<file path="config.mk">
export PLATFORM = sky130hd
export DESIGN_NAME = inst_fetch_unit
export DESIGN_NICKNAME = d
export VERILOG_FILES = /design/src/rtl/inst_fetch_unit.sv
export SDC_FILE = /design/constraint.sdc
export NUM_CORES = 1
export LEC_CHECK = 0
export ABC_AREA = 1
export BUFFER_PORTS_ARGS = -buffer_cell sky130_fd_sc_hd__buf_2
export CAP_MARGIN = 20
export CORE_ASPECT_RATIO = 1.5
export CORE_MARGIN = 10
export CORE_UTILIZATION = 51
export CTS_CLUSTER_DIAMETER = 200
export DETAILED_ROUTE_END_ITERATION = 10
export GPL_TIMING_DRIVEN = 1
export PLACE_DENSITY_LB_ADDON = 0.25
export SYNTH_ARGS = -nofsm -noshare
export SYNTH_HDL_FRONTEND = slang
export SYNTH_SLANG_ARGS = --single-unit
</file>
<file path="constraint.sdc">
create_clock -name clk -period 3.4 [get_ports clk]
set_input_delay 0.85 -clock clk [delete_from_list [all_inputs] [get_ports clk]]
set_output_delay 0.85 -clock clk [all_outputs]
set_load 0.03 [all_outputs]
</file>
<file path="src/rtl/inst_fetch_unit.sv">
// Instruction fetch: PC, credit-limited imem requests, in-order response buffer,
// valid/ready delivery to decode, and redirect flush of stale in-flight reads.
module inst_fetch_unit #(
  parameter int XLEN = 32,
  parameter logic [XLEN-1:0] RESET_PC = '0,
  parameter int DEPTH = 2
) (
  input  logic            clk,
  input  logic            rst,
  output logic            imem_req_valid,
  input  logic            imem_req_ready,
  output logic [XLEN-1:0] imem_addr,
  input  logic            imem_rsp_valid,
  input  logic [31:0]     imem_rsp_data,
  input  logic            redirect_valid,
  input  logic [XLEN-1:0] redirect_pc,
  output logic            inst_valid,
  input  logic            inst_ready,
  output logic [31:0]     inst_data,
  output logic [XLEN-1:0] inst_pc,
  output logic [4:0]      inst_opcode,
  output logic            inst_illegal
);

  localparam int AW = $clog2(DEPTH);
  localparam int CW = AW + 1;
  localparam logic [CW:0] CAP = (CW+1)'(DEPTH);

  typedef enum logic {FETCH, FLUSH} state_t;

  state_t          state, state_nx;
  logic [XLEN-1:0] pc;
  logic [XLEN-1:0] rsp_pc;
  logic [CW-1:0]   count;
  logic [CW-1:0]   in_flight;
  logic [CW-1:0]   drop, drop_nx;
  logic            live;
  logic [AW-1:0]   head, tail;
  logic [31:0]     buf_data [DEPTH];
  logic [XLEN-1:0] buf_pc [DEPTH];

  logic            accept, push, pop;
  logic [CW:0]     used;
  logic [XLEN-1:0] target;

  assign target = redirect_pc & ~(XLEN'(3));

  assign inst_valid   = (count != '0);
  assign inst_data    = buf_data[head];
  assign inst_pc      = buf_pc[head];
  assign inst_opcode  = inst_data[6:2];
  assign inst_illegal = (inst_data[1:0] != 2'b11);

  assign pop  = inst_valid & inst_ready & ~redirect_valid;
  assign push = (state == FETCH) & imem_rsp_valid & ~redirect_valid;

  // A same-cycle pop frees a slot, which keeps a full-rate stream going
  assign used = {1'b0, count} + {1'b0, in_flight}
              - {{CW{1'b0}}, pop};

  assign imem_addr      = pc;
  assign imem_req_valid = live & (state == FETCH)
                        & ~redirect_valid & (used < CAP);
  assign accept = imem_req_valid & imem_req_ready;

  always_comb begin
    state_nx = state;
    drop_nx  = drop;
    priority case (1'b1)
      redirect_valid: begin
        drop_nx  = in_flight - CW'(imem_rsp_valid);
        state_nx = (drop_nx != '0) ? FLUSH : FETCH;
      end
      (state == FLUSH) && imem_rsp_valid: begin
        drop_nx  = drop - CW'(1);
        state_nx = (drop_nx == '0) ? FETCH : FLUSH;
      end
      default: ;
    endcase
  end

  always_ff @(posedge clk) begin
    if (!rst) begin
      state     <= FETCH;
      pc        <= RESET_PC;
      rsp_pc    <= RESET_PC;
      count     <= '0;
      in_flight <= '0;
      drop      <= '0;
      live      <= 1'b0;
      head      <= '0;
      tail      <= '0;
      for (int i = 0; i < DEPTH; i++) begin
        buf_data[i] <= '0;
        buf_pc[i]   <= '0;
      end
    end else begin
      state     <= state_nx;
      drop      <= drop_nx;
      live      <= 1'b1;
      in_flight <= in_flight + CW'(accept) - CW'(imem_rsp_valid);
      if (redirect_valid) begin
        pc     <= target;
        rsp_pc <= target;
        count  <= '0;
        head   <= '0;
        tail   <= '0;
      end else begin
        if (accept)
          pc <= pc + XLEN'(4);
        if (push) begin
          buf_data[tail] <= imem_rsp_data;
          buf_pc[tail]   <= rsp_pc;
          tail           <= tail + AW'(1);
          rsp_pc         <= rsp_pc + XLEN'(4);
        end
        if (pop)
          head <= head + AW'(1);
        count <= count + CW'(push) - CW'(pop);
      end
      if (imem_rsp_valid)
        assert (in_flight != '0);
      if (push && !pop)
        assert (count < CW'(DEPTH));
    end
  end

endmodule

</file>
==> metrics.yaml <==
outcome: "complete, no violations"
cts_made_buffers: 17
start_util_pct: 51.46
gp_congestion: 0.8702
leakage_nw: 5.144
root_buffer: "clkbuf_16"
hold_path.class: "flip-flop to flip-flop"
syn_area_um2: 10140
max_freq_mhz: 304.2
setup_violations: 0
cts.sinks: 195
grt_antenna_before_repair: 0
drv_cap: 0
fin_crit_ns: 3.287
dp.cells: 1607
crit_type: "flip-flop to primary output"
tightest_slew_ns: 0.7217
io_pins: 174
placed_cell_area_um2: 11210
drc: 0
maxSlewHeadroom_pct: 51.89
wirelength_mm: 26.16
ir_drop_v: 0.0003333
hold_viol: 0
antenna_left: 0
die-area_um2: 26040
post-route-period-util_pct: 96.68
critPathRequiredTime_ns: 2.55
wl_per_cell_um: 15.90
core_um2: 19710
first_pass_iters: 5
final_cell_mix: "nand2_1, nor2_1, buf_2"
vias: 8418
drt_iter0_drc: 501
crit_fanout: 3
yosysUniqueCellTypes: 39
critical_path.endpoint_type: "primary output"
portBuffers: 167
yosysWarnings: 0
design_area_um2: 11840
ys_seq_elements: 195
register_area_um2: 5149
rows: 63
grt_first_pass_wirelength_mm: 41.52
slew_viol_final: 0
cts_hold_buf: 0
synth_cells: 1211
clockBufferDepth: 2
seq_area_frac_synth_pct: 50.73
start_kind: "flip-flop"
grt_overflow: 0
grt.total_usage_pct: 20.07
tns_ns: 0
grt_pass1_vias: 8415
die_h_um: 192.7
grt_max_degree: 63
h-tree-depth: 4
final_common_cell: "nand2_1"
stdcell_count: 1645
p_per_area_nw_per_um2: 457.4
rrSetupSlack_ns: 0.24
avgSynthCellArea_um2: 8.374
drive_above_1_share_pct: 23.32
avgViaCountPerCell: 5.117
synthToLayoutAreaGrowth_pct: 16.76
cts_tree: "done"
place_hpwl_mm: 18.79
insertion_delay_ns: 0.44
final_nets: 1453
skew_ns: 0.01006
multi_input_area_um2: 4159
die_x_um: 135.1
fill_cells: 1806
arrival_ns: 2.44
cts.clk_slew.worst_paths_ns: 0.07
diodes: 0
-- path summary, 6_finish.rpt --
kind | depth (start not counted) | end | from
worst max register to register | 20 | imem_addr[12] | count[0]
worst max-delay path | 12 | imem_req_valid | count[0]
worst min register to register | 2 | head | head
worst min-delay path | 2 | head | head
-- synth_stat cells --
master	number	share of area [%]
xor2_1	6	0.52
nand2_4	2	0.22
inv_4	1	0.062
fa_1	1	0.20
o21a_1	1	0.074
nor2_2	10	0.62
nand3b_1	3	0.22
nand3_1	73	3.6
dfxtp_1	71	14
nor2_1	210	7.8
a21oi_1	58	2.9
o21ai_0	39	1.9
edfxtp_1	124	37
ha_1	10	1.2
o32ai_1	1	0.086
buf_4	10	0.74
a31oi_1	10	0.62
and2_1	1	0.062
nor2_8	3	0.59
o211ai_1	3	0.22
nand2_2	8	0.49
inv_1	148	5.5
buf_6	4	0.44
buf_2	23	1.1
nand2_1	277	10
o22ai_1	3	0.19
nand3_4	1	0.17
mux2_2	62	6.9
o21ai_1	3	0.15
nor2_4	3	0.33
nand4_1	6	0.37
clkinv_1	1	0.037
conb_1	1	0.037
o31ai_1	1	0.074
inv_2	4	0.15
xnor2_1	4	0.35
nor3_1	8	0.39
or2_2	3	0.19
clkbuf_1	14	0.52
-- final cells by class --
cell class                      instances  area share [%]
Clock buffer                           22           4.016
Clock inverter                         10          0.7292
Inverter                              154           4.903
Multi-Input combinational cell        814           35.13
Tap cell                              260           2.748
Sequential cell                       195           43.49
Timing Repair Buffer                  190           8.993
-- per-stage QoR --
step | utilization, % | setup slack, ns | power [mW] | hold slack [ns]
finish | 60.08 | 0.1129 | 5.415 | 0.4704
global route | 60.08 | -0.009132 | 5.626 | 0.5030
CTS | 59.98 | 0.04893 | 5.446 | 0.4717
detailed placement | 56.91 | 0.03950 | 3.525 | 0.4637
global placement | 56.91 | 0.07784 | 3.506 | 0.4564
floorplan | - | -0.02429 | 3.288 | 0.4474
-- timing repair --
action                                  4_1_cts  5_1_grt
buffers inserted                              4        2
endpoints found under the setup margin        1        1
pin swaps                                     4        4
resized for setup                             7        1
-- layer usage --
metal	global-route usage (%)	share of wire [%]	up-vias
li1	-	-	4234
met1	22.33	41	3875
met2	35.89	50	254
met3	4.221	5.8	55
met4	8.887	3.3	0
met5	0	0	-
-- registers in the layout, indices dropped and copies added, names as in the netlist, named ones only --
signal and flops:
buf_data 64, buf_pc 60, imem_addr 30, rsp_pc 30, count 2, drop 2, in_flight 2, head 1
live 1, state 1, tail 1
-- power breakdown --
group	internal [mW]	switching [mW]	total (mW)
registers	2.65	0.0891	2.73
clock network	1.07	0.868	1.94
logic	0.241	0.504	0.745
total	3.95	1.46	5.42
-- critical path: stages, from the launching register on --
cell and delay (ns):
dfxtp_2 0.33, or2_4 0.26, nand2_4 0.08, nor2_2 0.04, ha_1 0.26, inv_1 0.05, nand2_1 0.06, fa_1 0.50
nand2_2 0.09, nor2_8 0.10, nand2_4 0.06, inv_2 0.05, buf_6 0.12
-- cell families (layout without fill, tap and decap cells) --
family          Yosys count  in the layout  share of synthesized area (%)
simple gates            608            608                          25.29
buf+inv                 205            376                          8.562
flops                   195            195                          50.73
compound gates          119            119                          6.194
mux                      62             62                          6.885
fa+ha+maj                11             11                          1.431
xor+xnor                 10             10                         0.8636
other cells               1              4                        0.03698
No activity file was read; power rests on OpenSTA's default activity.
